File: src/rtl/jtframe_inputs_n_if.sv
// Bundle of player-input signals between the I/O controller side and the
// input conditioner. The conditioner takes the slave view.
interface jtframe_inputs_n_if #(
  parameter int PLAYERS = 4
);
  logic                    vs;
  logic [16*PLAYERS-1:0]   board_joy;
  logic [1:0]              rotate;
  logic                    autofire_en;
  logic [10*PLAYERS-1:0]   game_joy;
  logic [PLAYERS-1:0]      game_coin;
  logic [PLAYERS-1:0]      game_start;
  logic                    game_service;
  logic                    dip_pause;

  modport master (
    output vs, board_joy, rotate, autofire_en,
    input  game_joy, game_coin, game_start, game_service, dip_pause
  );

  modport slave (
    input  vs, board_joy, rotate, autofire_en,
    output game_joy, game_coin, game_start, game_service, dip_pause
  );
endinterface

File: src/rtl/jtframe_inputs_n.sv
// Player-input conditioner: rotation, opposite-direction cleaning, autofire,
// coin stretching, pause toggle and output polarity for PLAYERS channels.
module jtframe_inputs_n #(
  parameter int PLAYERS         = 4,
  parameter int BUTTONS         = 2,
  parameter int ACTIVE_LOW      = 1,
  parameter int COIN_FRAMES     = 3,
  parameter int AUTOFIRE_FRAMES = 2
) (
  input  logic              clk_sys,
  input  logic              rst,
  jtframe_inputs_n_if.slave io
);
  localparam logic       POL       = (ACTIVE_LOW != 0);
  localparam logic [5:0] BTN_MASK  = 6'((7'd1 << BUTTONS) - 7'd1);
  localparam logic [3:0] AF_LAST   = 4'(AUTOFIRE_FRAMES - 1);
  localparam logic [7:0] COIN_LOAD = 8'(COIN_FRAMES);

  logic [16*PLAYERS-1:0] joy_reg;
  logic [1:0]            rotate_reg;
  logic                  autofire_reg;
  logic                  vs_reg, vs_last_reg;
  logic                  tick;

  logic [10*PLAYERS-1:0] joy_next;
  logic [PLAYERS-1:0]    coin_next, start_next, pause_bits, service_bits;
  logic                  pause_any;

  logic [10*PLAYERS-1:0] game_joy_reg;
  logic [PLAYERS-1:0]    game_coin_reg, game_start_reg;
  logic                  game_service_reg, pause_reg, pause_last_reg;

  // Stage 1: register raw inputs so every direct path has the same latency
  always_ff @(posedge clk_sys) begin
    if (rst) begin
      joy_reg      <= '0;
      rotate_reg   <= '0;
      autofire_reg <= 1'b0;
      vs_reg       <= 1'b0;
      vs_last_reg  <= 1'b0;
    end else begin
      joy_reg      <= io.board_joy;
      rotate_reg   <= io.rotate;
      autofire_reg <= io.autofire_en;
      vs_reg       <= io.vs;
      vs_last_reg  <= vs_reg;
    end
  end

  assign tick = vs_reg & ~vs_last_reg;

  genvar gi;
  generate
    for (gi = 0; gi < PLAYERS; gi++) begin : g_player
      logic [15:0] raw;
      logic [3:0]  dir_rot, dir_clean;
      logic [5:0]  btns;
      logic        btn1, coin, btn1_out;
      logic        btn1_last_reg, phase_reg, phase_next;
      logic [3:0]  af_cnt_reg, af_cnt_next;
      logic        coin_last_reg;
      logic [7:0]  coin_cnt_reg, coin_cnt_next;
      logic        unused_bits;

      assign raw         = joy_reg[16*gi +: 16];
      assign btn1        = raw[4];
      assign coin        = raw[11];
      assign unused_bits = &{1'b0, raw[15:14]};

      // Directions kept as {U,D,L,R}; CW takes U<-L, D<-R, L<-D, R<-U
      always_comb begin
        dir_rot = raw[3:0];
        if (rotate_reg[0])
          dir_rot = rotate_reg[1] ? {raw[0], raw[1], raw[3], raw[2]}
                                  : {raw[1], raw[0], raw[2], raw[3]};
      end

      assign dir_clean = {dir_rot[3] & ~dir_rot[2], dir_rot[2] & ~dir_rot[3],
                          dir_rot[1] & ~dir_rot[0], dir_rot[0] & ~dir_rot[1]};

      always_comb begin
        phase_next  = phase_reg;
        af_cnt_next = af_cnt_reg;
        if (!btn1) begin
          phase_next  = 1'b0;
          af_cnt_next = 4'd0;
        end else if (!btn1_last_reg) begin
          phase_next  = 1'b1;
          af_cnt_next = 4'd0;
        end else if (tick) begin
          if (af_cnt_reg == AF_LAST) begin
            af_cnt_next = 4'd0;
            phase_next  = ~phase_reg;
          end else begin
            af_cnt_next = af_cnt_reg + 4'd1;
          end
        end
      end

      assign btn1_out = btn1 & (phase_next | ~autofire_reg);
      assign btns     = {raw[9:5], btn1_out} & BTN_MASK;

      // A fresh edge only loads an idle counter; the load beats a same-cycle tick
      always_comb begin
        coin_cnt_next = coin_cnt_reg;
        if (coin && !coin_last_reg && (coin_cnt_reg == 8'd0))
          coin_cnt_next = COIN_LOAD;
        else if (tick && (coin_cnt_reg != 8'd0))
          coin_cnt_next = coin_cnt_reg - 8'd1;
      end

      always_ff @(posedge clk_sys) begin
        if (rst) begin
          btn1_last_reg <= 1'b0;
          phase_reg     <= 1'b0;
          af_cnt_reg    <= 4'd0;
          coin_last_reg <= 1'b0;
          coin_cnt_reg  <= 8'd0;
        end else begin
          btn1_last_reg <= btn1;
          phase_reg     <= phase_next;
          af_cnt_reg    <= af_cnt_next;
          coin_last_reg <= coin;
          coin_cnt_reg  <= coin_cnt_next;
        end
      end

      assign joy_next[10*gi +: 10] = {btns, dir_clean};
      assign coin_next[gi]    = (COIN_FRAMES == 0) ? coin : (coin_cnt_next != 8'd0);
      assign start_next[gi]   = raw[10];
      assign pause_bits[gi]   = raw[12];
      assign service_bits[gi] = raw[13];
    end
  endgenerate

  assign pause_any = |pause_bits;

  // Stage 2: output registers, polarity applied last
  always_ff @(posedge clk_sys) begin
    if (rst) begin
      game_joy_reg     <= {(10*PLAYERS){POL}};
      game_coin_reg    <= {PLAYERS{POL}};
      game_start_reg   <= {PLAYERS{POL}};
      game_service_reg <= POL;
      pause_reg        <= 1'b0;
      pause_last_reg   <= 1'b0;
    end else begin
      game_joy_reg     <= joy_next ^ {(10*PLAYERS){POL}};
      game_coin_reg    <= coin_next ^ {PLAYERS{POL}};
      game_start_reg   <= start_next ^ {PLAYERS{POL}};
      game_service_reg <= (|service_bits) ^ POL;
      pause_last_reg   <= pause_any;
      pause_reg        <= pause_reg ^ (pause_any & ~pause_last_reg);
    end
  end

  assign io.game_joy     = game_joy_reg;
  assign io.game_coin    = game_coin_reg;
  assign io.game_start   = game_start_reg;
  assign io.game_service = game_service_reg;
  assign io.dip_pause    = pause_reg;
endmodule

File: src/flat_wrapper.sv
// flat-port wrapper written by rule: the top's interface ports become plain ports
module jtframe_inputs_n_flat 
#(
  parameter int PLAYERS         = 4,
  parameter int BUTTONS         = 2,
  parameter int ACTIVE_LOW      = 1,
  parameter int COIN_FRAMES     = 3,
  parameter int AUTOFIRE_FRAMES = 2
)
  (clk_sys, rst, io_vs, io_board_joy, io_rotate, io_autofire_en, io_game_joy, io_game_coin, io_game_start, io_game_service, io_dip_pause);
  jtframe_inputs_n_if #(.PLAYERS(PLAYERS)) io_i ();
  input  logic clk_sys;
  input  logic rst;
  input wire logic [$bits(io_i.vs)-1:0] io_vs;
  input wire logic [$bits(io_i.board_joy)-1:0] io_board_joy;
  input wire logic [$bits(io_i.rotate)-1:0] io_rotate;
  input wire logic [$bits(io_i.autofire_en)-1:0] io_autofire_en;
  output wire logic [$bits(io_i.game_joy)-1:0] io_game_joy;
  output wire logic [$bits(io_i.game_coin)-1:0] io_game_coin;
  output wire logic [$bits(io_i.game_start)-1:0] io_game_start;
  output wire logic [$bits(io_i.game_service)-1:0] io_game_service;
  output wire logic [$bits(io_i.dip_pause)-1:0] io_dip_pause;
  assign io_i.vs = io_vs;
  assign io_i.board_joy = io_board_joy;
  assign io_i.rotate = io_rotate;
  assign io_i.autofire_en = io_autofire_en;
  assign io_game_joy = io_i.game_joy;
  assign io_game_coin = io_i.game_coin;
  assign io_game_start = io_i.game_start;
  assign io_game_service = io_i.game_service;
  assign io_dip_pause = io_i.dip_pause;
  jtframe_inputs_n #(.PLAYERS(PLAYERS), .BUTTONS(BUTTONS), .ACTIVE_LOW(ACTIVE_LOW), .COIN_FRAMES(COIN_FRAMES), .AUTOFIRE_FRAMES(AUTOFIRE_FRAMES)) u_core (.clk_sys(clk_sys), .rst(rst), .io(io_i));
endmodule
File: config.mk
export PLATFORM = sky130hd
export DESIGN_NAME = jtframe_inputs_n_flat
export DESIGN_NICKNAME = d
export VERILOG_FILES = /design/src/rtl/jtframe_inputs_n_if.sv /design/src/rtl/jtframe_inputs_n.sv /design/src/flat_wrapper.sv
export SDC_FILE = /design/constraint.sdc
export NUM_CORES = 1
export LEC_CHECK = 0
export BUFFER_PORTS_ARGS = -buffer_cell sky130_fd_sc_hd__buf_2
export CELL_PAD_IN_SITES_DETAIL_PLACEMENT = 0
export CELL_PAD_IN_SITES_GLOBAL_PLACEMENT = 2
export CORE_ASPECT_RATIO = 1.5
export CORE_UTILIZATION = 30
export CTS_BUF_LIST = sky130_fd_sc_hd__clkbuf_4
export DETAILED_ROUTE_END_ITERATION = 16
export HOLD_SLACK_MARGIN = 0.03
export PLACE_DENSITY = 0.84
export SYNTH_ARGS = -nofsm -noshare
export SYNTH_HDL_FRONTEND = slang
export SYNTH_SLANG_ARGS = --single-unit
export TNS_END_PERCENT = 20
File: constraint.sdc
create_clock -name clk_sys -period 2.5 [get_ports clk_sys]
set_input_delay 0.125 -clock clk_sys [delete_from_list [all_inputs] [get_ports clk_sys]]
set_output_delay 0.125 -clock clk_sys [all_outputs]
set_load 0.05 [all_outputs]
* After elaboration in Yosys (flattened, before gate mapping) *
Index checks and enable logic that the tools add are counted.
Widths: inputs -> output; s select.

storage, ports and cells
  logic and storage cells = 175
  input port bits = 70
  bits in registers = 178

cells by class
  bitwise gates (word level) = 62
  $add $sub $neg = 8
  reductions and logical operators = 34
  multiplexer cells = 36
  equal/unequal tests = 4

operators with widths
  kind                 count
  $mux 8               8
  $reduce_bool 8->1    8
  $mux 4               12
  $not 36->40          1
  $logic_not 8->1      4
  $not 1->1            32
  $sub 8x1->8 const B  4
  $and 1x1->1          22
  $add 4x1->4 const B  4
  $eq 4x1->1 const B   4
  $mux 1               16
  $logic_and 1x1->1    12
  $reduce_or 3->1      4
  $not 4->4            2
  $reduce_or 4->1      2
  $logic_not 1->1      4
  $or 1x1->1           4
  $xor 1x1->1          1

* Depth between registers and ports, before layout *
Gate-level depths: netlist (run 1).

  word-level depth = 8
  mapped depth = 7
  mapped depth without buffers = 7

* Least setup slack after synthesis (run 1) *
OpenSTA, ideal clock, no wires.

  path kind = reg2reg
  from = reg u_core.g_player[3].coin_cnt_reg[0]
  to = reg u_core.game_coin_reg[3], in the netlist u_core.io.game_coin[3]
  clock period less this slack = 1.857 ns
  buffers on the path = 0
  arrival = 1.797 ns
  data required time = 2.441 ns
  stages on the path, launching flop included = 8
  setup time = 0.059 ns
  setup slack = 0.643 ns
  cell sequence = dfxtp_1 inv_1 ha_1 or3b_2 nor2_1 nor2_1 a2111oi_0 a31o_1

on the way
  longest elaborated chain between the ends = 6
  elaborated cells on any way between the ends = 9
  those cells by class = add/sub (1); mux (2); bitwise (1); reduce/logical (5)

RTL lines
  element                                                              RTL line                 source
  start: declaration                                                   jtframe_inputs_n.sv:62   logic [7:0] coin_cnt_reg, coin_cnt_next;
  start signal: assignment                                             jtframe_inputs_n.sv:124  coin_cnt_reg <= coin_cnt_next;
  parallel branches: the longest is 3 deep, another holds $sub 8x1->8  -
  $mux 8 (*)                                                           jtframe_inputs_n.sv:106  if (coin && !coin_last_reg && (coin_cnt_reg == 8'd0))
  $reduce_bool 8->1 (*)                                                jtframe_inputs_n.sv:129  assign coin_next[gi] = (COIN_FRAMES == 0) ? coin : (coin_cnt_next != 8'd0);
  $not 4->4 (no line) (*)                                              -
  end signal: assignment                                               jtframe_inputs_n.sv:142  game_coin_reg <= {PLAYERS{POL}};
  end signal: assignment                                               jtframe_inputs_n.sv:149  game_coin_reg <= coin_next ^ {PLAYERS{POL}};
  end: declaration                                                     jtframe_inputs_n.sv:30   logic [PLAYERS-1:0] game_coin_reg, game_start_reg;

Mark *: on every way between the ends.
A chain may end at the register's enable or synchronous reset.

* Worst setup path after layout (run 1) *
Same ends and word-level chain as after synthesis.

==> results of run 1 <==
routing by layer:
metal	up-vias	part of all wire, %	wire (µm)
li1	2241	-	-
met3	22	3.9	442
met4	0	2.0	227
met1	2037	43	4800
met2	97	51	5740
met5	-	0	0
placed cells by master (no fill, tap or decap), types with 8 or more instances in the layout:
| cell | count |
|---|---|
| a21oi_1 | 29 |
| buf_2 | 79 |
| clkbuf_4 | 19 |
| conb_1 | 16 |
| dfxtp_1 | 140 |
| dlygate4sd3_1 | 44 |
| ha_1 | 8 |
| inv_1 | 19 |
| mux2i_1 | 18 |
| nand2_1 | 36 |
| nand3_1 | 20 |
| nand4_1 | 11 |
| nor2_1 | 66 |
| nor2b_1 | 49 |
| nor3_1 | 13 |
| nor4_1 | 11 |
| o21ai_0 | 16 |
| or3_1 | 13 |
| xnor2_1 | 14 |
| xor2_1 | 19 |
worst paths after layout:
kind | start | cells past startpoint | endpoint
worst max-delay path | u_core.g_player[3].coin_cnt_reg[0] | 7 | u_core.io.game_coin[3]
worst min-delay path | rst | 3 | u_core.joy_reg[2]
worst max register to register | u_core.g_player[3].coin_cnt_reg[0] | 7 | u_core.io.game_coin[3]
worst min register to register | u_core.joy_reg[26] | 1 | u_core.io.game_start[1]
power breakdown:
group / internal, mW / switching [mW]
clock network: 0.907 / 0.785
logic: 0.832 / 1.20
registers: 2.51 / 0.255
total: 4.25 / 2.24
cell type report:
cell class                 instances  area, µm²
fill                            1840      11200
clock inverter                    13        198
tap                              217        272
sequential                       140       2800
multi-input combinational        405       2490
inverter                          19       71.3
timing repair buffer             129        881
clock buffer                      19        143
antenna                            1       2.50
cells by family after synthesis:
group	after synthesis
flip-flops	140
XOR/XNOR	33
adder cells (fa/ha/maj)	8
buffers and inverters	58
other	1
AO/OA/AOI/OAI	82
multiplexers	18
AND/OR/NAND/NOR	248
critical path, cell delays in order (launching register included):
cell and delay (ns):
dfxtp_1 0.39, inv_1 0.10, ha_1 0.16, or3b_2 0.48, nor2_1 0.23, nor2_1 0.09, a2111oi_0 0.57, a31o_1 0.21
==> run metrics, run 1 <==
fin cells 943; #FFs+latches synth 140; Yosys warnings 0; status completed; CTS Root Cell clkbuf_4; Hold Slack 0.164 ns; core area 0.0180 mm²; post-synth cell types 54; most common cell in the synthesized netlist dfxtp_1; Syn Inst Count 588; FMAX 0.441 GHz; Initial Utilization 30.7%; Die H 168 µm; die span in x 113 µm; placed cell area 0.00608 mm²; number of flip-flops in the largest register 40; cell taking the most area after synthesis dfxtp_1; Max clock buf depth 2; IO Pins 120; P&R area growth vs syn 24.1%; class of the worst hold path primary input to flip-flop; Top FF cell, synth dfxtp_1; Max FO, Critical Path 7; worst skew pair latency 0.51 ns; worst vdd ir 0.412 mV; largest net degree at the start of global routing 53; fraction of the mapped netlist area in simple logic gates 23.8%; Final Hold Fails 0; Final WS setup 0.235 ns; largest family of logic cells by synthesized area simple AND/OR/NAND/NOR gates; Req. time, crit path 2.96 ns; Setup Buffers After CTS 0; CP arrival 2.73 ns; R2R Setup Slk 0.23 ns; Detailed Place HPWL 7680 µm; die area 0.0190 mm²; share of layout cells above drive strength 1 18.1%; total power 6.49 mW; # port buffers 79; first-pass detailed-route iteration total 4; Slew Limit Fails 0; Setup WS pre-CTS 0.187 ns; first-pass GRT wire length 18600 µm; Synth Area per Inst 9.41 µm²; grt met3 use 3.24%; post_cts resized 0; Seq/Total Area, Yosys 50.7%; hold buffer count at cts 44; leak pwr 2.65 nW; Vias 4397; initial antenna violation count 1; CTS tree yes; FFs w/ async S/R, synth 0%; Post-Synth XOR/XNOR Area 5.23%; total CTS buffers 17; post-DR vias/cell 4.66; vias in the first global route 4271; Top Usage Layer GRT met2; Synth area leaders dfxtp_1 (51%), nor2b_1 (5.7%), nor2_1 (4.5%); Synth Area in Adders 1.81%; total wire length 11200 µm; Residual DRC 0; Synth Cell Area 0.00553 mm²; EDFF count, synth 0; H-tree depth 4; DP Cell Count 866; Synth top area share 50.7%; post-route clock skew 0.0177 ns; final setup fails 0; final worst path period share 90.6%; gpl congestion 0.738; CP Capture Type flip-flop; clk sinks 140; Core Util, Final 38.1%; DRT antenna net count 0; drt wl/cell 11.9 µm; Final min period 2.27 ns; post-route cell area 0.00686 mm²; all-layer global routing usage 12.3%; max_slew headroom 40.2%; Slew @ Worst Pin 0.896 ns; unrepaired setup endpoints after global routing false; global route overflow 0; Post-synth top cells dfxtp_1 (140), nor2_1 (66), nor2b_1 (50); Max Cap Viol 0; Initial DRC Count 130; CP startpoint kind flip-flop; row count 60; Synth Area in Compound Gates 9.84%; Setup TNS Final 0 ns; WS Path Type flip-flop to flip-flop; Reg clk slew, reported paths 0.12 ns; GR met1 Demand/Resource 13.1%; Cell Pwr Density 946 mW/mm²; Nets 790; met2 GRT Util 22.5%; mux cell area share after synthesis 3.26%
(Power assumes the default switching activity.)
==> inputs of run 2 (changes only) <==
==> constraint.sdc (replaced) <==
create_clock -name clk_sys -period 2.5 [get_ports clk_sys]
set_input_delay 0.375 -clock clk_sys [delete_from_list [all_inputs] [get_ports clk_sys]]
set_output_delay 0.375 -clock clk_sys [all_outputs]
set_load 0.05 [all_outputs]
==> run metrics, run 2 (synthesis results as in run 1) <==
status completed (unchanged); Setup TNS Final 0 ns (unchanged); Max clock buf depth 2 (unchanged); worst skew pair latency 0.52 ns (was 0.51 ns); first-pass GRT wire length 18400 µm (was 18600 µm); Req. time, crit path 2.96 ns (about the same); post-DR vias/cell 4.64 (was 4.66); CTS Root Cell clkbuf_4 (unchanged); row count 60 (unchanged); number of flip-flops in the largest register 40 (unchanged); Initial DRC Count 140 (was 130); Slew Limit Fails 0 (unchanged); Detailed Place HPWL 7750 µm (was 7680 µm); IO Pins 120 (unchanged); Final WS setup 0.244 ns (was 0.235 ns); most frequent cells in the layout dfxtp_1 (140), buf_2 (79), nor2_1 (66), nor2b_1 (49), nand2_1 (36) (was dfxtp_1 (140), buf_2 (79), nor2_1 (66), nor2b_1 (49), dlygate4sd3_1 (44)); Initial Utilization 30.7% (unchanged); Reg clk slew, reported paths 0.12 ns (about the same); largest net degree at the start of global routing 53 (unchanged); CP max stage cell a2111oi_0 (unchanged); total power 6.31 mW (was 6.49 mW); # port buffers 79 (unchanged); max_slew headroom 40.6% (was 40.2%); WS Path Type flip-flop to flip-flop (unchanged); placed cell area 0.00608 mm² (unchanged); die span in x 113 µm (unchanged); first-pass detailed-route iteration total 4 (unchanged); Vias 4312 (was 4397); leak pwr 2.57 nW (was 2.65 nW); final setup fails 0 (unchanged); vias in the first global route 4094 (was 4271); die area 0.0190 mm² (unchanged); crit path cell chain inv_1, ha_1, or3b_2, nor2_1, nor2_1, a2111oi_0, a31o_1 (unchanged); H-tree depth 4 (unchanged); CP arrival 2.72 ns (was 2.73 ns); all-layer global routing usage 12.1% (was 12.3%); share of layout cells above drive strength 1 18.7% (was 18.1%); global route overflow 0 (unchanged); CP Capture Type flip-flop (unchanged); Max Cap Viol 0 (unchanged); Setup WS pre-CTS 0.253 ns (was 0.187 ns); Nets 777 (was 790); unrepaired setup endpoints after global routing false (unchanged); P&R area growth vs syn 21.0% (was 24.1%); DRT antenna net count 0 (unchanged); Hold Slack 0.0829 ns (was 0.164 ns); Die H 168 µm (unchanged); total wire length 11200 µm (about the same); core area 0.0180 mm² (unchanged); final worst path period share 90.2% (was 90.6%); class of the worst hold path primary input to flip-flop (unchanged); CP dominant cell by count nor2_1 (unchanged); slowest stage delay, CP 0.54 ns (was 0.57 ns); gpl congestion 0.784 (was 0.738); worst vdd ir 0.386 mV (was 0.412 mV); post-route clock skew 0.0216 ns (was 0.0177 ns); drt wl/cell 12.0 µm (was 11.9 µm); Top delay family on crit path simple AND/OR/NAND/NOR gates (unchanged); CP startpoint kind flip-flop (unchanged); total CTS buffers 17 (unchanged); clk sinks 140 (unchanged); Final min period 2.26 ns (was 2.27 ns); Cell Pwr Density 943 mW/mm² (was 946 mW/mm²); commonest non-fill, non-tap cell in the layout dfxtp_1 (unchanged); FMAX 0.443 GHz (was 0.441 GHz); Final Hold Fails 0 (unchanged); Residual DRC 0 (unchanged); CTS tree yes (unchanged); Setup Buffers After CTS 0 (unchanged); post-route cell area 0.00669 mm² (was 0.00686 mm²); Slew @ Worst Pin 0.889 ns (was 0.896 ns); initial antenna violation count 1 (unchanged); Max FO, Critical Path 7 (unchanged); crit path buf inv count 1 (unchanged)
-- run 2: changes by cell type in the layout (fill, tap and decap cells not counted), sizes merged --
| cell | delta |
|---|---|
| bufinv | -2 |
| dlygate4sd3 | -13 |
| clkbuf | -2 |
| clkinvlp | +1 |
| clkinv | +2 |
| inv | +1 |
-- run 2: worst reg2reg max path, stage by stage (launching register included) --
cell,delay (ns)
dfxtp_1,0.39
inv_1,0.11
ha_1,0.16
or3b_2,0.48
nor2_1,0.24
nor2_1,0.09
a2111oi_0,0.54
a31o_1,0.21
-- run 2: final timing paths --
path	cells past startpoint	to	startpoint	slack, ns
setup / recovery	7	u_core.io.game_coin[3]	u_core.g_player[3].coin_cnt_reg[0]	0.24
hold / removal	2	u_core.joy_reg[42]	io_board_joy[42]	0.08
setup reg to reg	7	u_core.io.game_coin[3]	u_core.g_player[3].coin_cnt_reg[0]	0.24
hold reg to reg	1	u_core.io.game_joy[5]	u_core.joy_reg[5]	0.38
-- run 2: through the flow --
stage	utilization, %	std cells
6_report	37.2	930
5_1_grt	37.2	930
4_1_cts	37.1	929
3_5_place_dp	33.7	866
3_3_place_gp	33.7	866
2_1_floorplan	-	603
-- run 2: area by class of cell --
cell class / instances / area (µm²)
diodes: 1 / 2.50
clock buffers: 17 / 128
clock inverters: 15 / 174
fillers: 1822 / 11300
inverters: 19 / 71.3
multi-input cells: 405 / 2490
flip-flops and latches: 140 / 2800
well taps: 217 / 272
repair buffers: 116 / 751
-- run 2: repair_timing --
item | 4_1_cts | 5_1_grt
gates resized for setup | 0 | 0
hold buffers | 31 | 0
endpoints found under the hold margin | 31 | 0
-- run 2: power breakdown --
group	total [mW]	internal, mW	switching, mW	leakage (nW)
Sequential	2.76	2.51	0.253	1.15
Combinational	2.03	0.821	1.21	1.27
Clock	1.52	0.691	0.830	0.153
Total	6.31	4.02	2.29	2.57
-- run 2: metal layers --
| layer | wire length [µm] | vias up | part of all wire, % | global-route usage (%) |
|---|---|---|---|---|
| met2 | 5680 | 92 | 51 | 22.0 |
| met3 | 449 | 13 | 4.0 | 3.10 |
| met5 | 0 | - | 0 | 0 |
| li1 | - | 2214 | - | - |
| met4 | 206 | 0 | 1.8 | 5.32 |
| met1 | 4830 | 1993 | 43 | 13.2 |
==> inputs of run 3 (changes only) <==
Settings changed: ABC_AREA set to 1, PLACE_DENSITY 0.84 to 0.9, SETUP_SLACK_MARGIN set to 0.2, SLEW_MARGIN set to 10.
==> run metrics, run 3 <==
row count 63 (was 60); CP dominant cell by count nor2_1 (unchanged); gpl congestion 0.749 (was 0.784); CP arrival 2.21 ns (was 2.72 ns); DRT antenna net count 0 (unchanged); Vias 5077 (was 4312); Max clock buf depth 2 (unchanged); leak pwr 3.64 nW (was 2.57 nW); Slew Limit Fails 0 (unchanged); Cell Pwr Density 1020 mW/mm² (was 943 mW/mm²); Detailed Place HPWL 8890 µm (was 7750 µm); largest net degree at the start of global routing 44 (was 53); Synth Area in Adders 1.66% (was 1.81%); global route overflow 0 (unchanged); crit path buf inv count 1 (unchanged); Die H 175 µm (was 168 µm); CTS Root Cell clkbuf_4 (unchanged); share of layout cells above drive strength 1 15.2% (was 18.7%); Nets 1054 (was 777); Final min period 1.69 ns (was 2.26 ns); vias in the first global route 4834 (was 4094); CP max stage cell dfxtp_1 (was a2111oi_0); #FFs+latches synth 140 (unchanged); Synth Area in Compound Gates 5.86% (was 9.84%); most frequent cells in the layout nand2_1 (192), nor2_1 (158), inv_1 (150), dfxtp_1 (140), buf_2 (79) (was dfxtp_1 (140), buf_2 (79), nor2_1 (66), nor2b_1 (49), nand2_1 (36)); first-pass GRT wire length 21600 µm (was 18400 µm); initial antenna violation count 1 (unchanged); die span in x 118 µm (was 113 µm); all-layer global routing usage 13.1% (was 12.1%); Synth top area share 46.6% (was 50.7%); post-route clock skew 0.0198 ns (was 0.0216 ns); H-tree depth 4 (unchanged); CP Capture Type flip-flop (unchanged); Final Hold Fails 0 (unchanged); placed cell area 0.00662 mm² (was 0.00608 mm²); total wire length 12400 µm (was 11200 µm); Synth area leaders dfxtp_1 (47%), nand2_1 (12%), nor2_1 (9.9%) (was dfxtp_1 (51%), nor2b_1 (5.7%), nor2_1 (4.5%)); Syn Inst Count 849 (was 588); first-pass detailed-route iteration total 4 (unchanged); post-synth cell types 32 (was 54); Top delay family on crit path simple AND/OR/NAND/NOR gates (unchanged); Yosys warnings 0 (unchanged); largest family of logic cells by synthesized area simple AND/OR/NAND/NOR gates (unchanged); clk sinks 140 (unchanged); DP Cell Count 1173 (was 866); Post-Synth XOR/XNOR Area 1.89% (was 5.23%); worst skew pair latency 0.57 ns (was 0.52 ns); Req. time, crit path 3.02 ns (was 2.96 ns); post-DR vias/cell 4.06 (was 4.64); Top FF cell, synth dfxtp_1 (unchanged); final setup fails 0 (unchanged); final worst path period share 67.6% (was 90.2%); CP startpoint kind flip-flop (unchanged); crit path cell chain inv_1, ha_1, nand3_1, nor2_1, nor2_2, nor2_1, nor2_1, nand2_1, nor2_1, nand2_1, nand2_1 (was inv_1, ha_1, or3b_2, nor2_1, nor2_1, a2111oi_0, a31o_1); number of flip-flops in the largest register 40 (unchanged); total CTS buffers 17 (unchanged); # port buffers 79 (unchanged); Slew @ Worst Pin 0.805 ns (was 0.889 ns); max_slew headroom 46.3% (was 40.6%); Residual DRC 0 (unchanged); slowest stage delay, CP 0.33 ns (was 0.54 ns); FMAX 0.592 GHz (was 0.443 GHz); Setup TNS Final 0 ns (unchanged); Seq/Total Area, Yosys 46.6% (was 50.7%); unrepaired setup endpoints after global routing false (unchanged); EDFF count, synth 0 (unchanged); post-route cell area 0.00737 mm² (was 0.00669 mm²); P&R area growth vs syn 22.5% (was 21.0%); Initial DRC Count 220 (was 140); fin cells 1249 (was 930); Initial Utilization 30.5% (was 30.7%); die area 0.0206 mm² (was 0.0190 mm²); Synth Area per Inst 7.09 µm² (was 9.41 µm²); fraction of the mapped netlist area in simple logic gates 30.6% (was 23.8%); Max Cap Viol 0 (unchanged); Setup Buffers After CTS 0 (unchanged); Synth Cell Area 0.00602 mm² (was 0.00553 mm²); class of the worst hold path primary input to flip-flop (unchanged); WS Path Type flip-flop to flip-flop (unchanged); Post-synth top cells nand2_1 (192), nor2_1 (158), inv_1 (150) (was dfxtp_1 (140), nor2_1 (66), nor2b_1 (50)); drt wl/cell 9.94 µm (was 12.0 µm); Reg clk slew, reported paths 0.13 ns (was 0.12 ns); mux cell area share after synthesis 0% (was 3.26%); worst vdd ir 0.398 mV (was 0.386 mV); IO Pins 120 (unchanged); Max FO, Critical Path 7 (unchanged); Hold Slack 0.188 ns (was 0.0829 ns); most common cell in the synthesized netlist nand2_1 (was dfxtp_1); total power 7.49 mW (was 6.31 mW); core area 0.0197 mm² (was 0.0180 mm²); commonest non-fill, non-tap cell in the layout nand2_1 (was dfxtp_1); status completed (unchanged); cell taking the most area after synthesis dfxtp_1 (unchanged); CTS tree yes (unchanged); FFs w/ async S/R, synth 0% (unchanged)
-- run 3: cell count changes in the layout (fill, tap and decap cells not counted), moves of 14 or more --
| cell | previous run | this run |
|---|---|---|
| inv_1 | 19 | 150 |
| o211ai_1 | 2 | 16 |
| mux2i_1 | 18 | 0 |
| nand2_1 | 36 | 192 |
| o21ai_0 | 16 | 32 |
| a21oi_1 | 29 | 6 |
| nor2_1 | 66 | 158 |
| nor2b_1 | 49 | 0 |
-- run 3: cells by family (layout without fill, tap and decap cells) --
logic type                 count (synthesis)  after routing
xor gates and xnor gates                  13             13
buffers and inverters                    191            315
other                                      1             17
adders and majority gates                  8              8
AOI/OAI and AO/OA                         60             60
and+or+nand+nor                          436            436
DFF                                      140            140
-- run 3: worst reg2reg max path, cell delays in order (launching register included) --
cell and delay, ns:
dfxtp_1 0.33, inv_1 0.11, ha_1 0.22, nand3_1 0.12, nor2_1 0.08, nor2_2 0.23
nor2_1 0.07, nor2_1 0.15, nand2_1 0.07, nor2_1 0.15, nand2_1 0.07, nand2_1 0.06
-- run 3: final cells by class --
cell class	instances	area, µm²
antenna	1	2.50
tap	260	325
timing repair buffer	129	881
clock inverter	13	174
multi-input combinational	533	2470
inverter	155	582
fill	2188	12300
clock buffer	18	135
sequential	140	2800
-- run 3: path summary, 6_finish.rpt --
kind              cells after the start  slack, ns                      to                                from
setup / recovery                     11       0.81  u_core.io.game_coin[3]  u_core.g_player[3].coin_cnt_reg[0]
hold / removal                        2       0.19      u_core.joy_reg[52]                                 rst
setup reg to reg                     11       0.81  u_core.io.game_coin[3]  u_core.g_player[3].coin_cnt_reg[0]
hold reg to reg                       1       0.38  u_core.io.game_joy[25]                  u_core.joy_reg[37]
-- run 3: power breakdown --
| part | total [mW] | switching, mW | internal [mW] |
|---|---|---|---|
| Sequential | 2.73 | 0.216 | 2.52 |
| Combinational | 3.14 | 2.03 | 1.11 |
| Clock | 1.62 | 0.827 | 0.789 |
-- run 3: timing repair --
action,CTS,global route
resized for setup,0,0
endpoints found under the hold margin,44,0
hold buffers,44,0
-- run 3: metrics by stage --
step                utilization (%)  worst slack, ns
finish                         37.4            0.811
global route                   37.4            0.601
CTS                            37.4            0.755
detailed placement             33.6            0.787
global placement               33.6            0.772
floorplan                         -             1.14
-- run 3: layer usage --
layer | wire length, µm | track usage, % | up-vias
met4 | 190 | 5.93 | 0
met2 | 6490 | 24.0 | 78
met5 | 0 | 0 | -
li1 | - | - | 2776
met3 | 381 | 3.38 | 10
met1 | 5360 | 14.1 | 2213
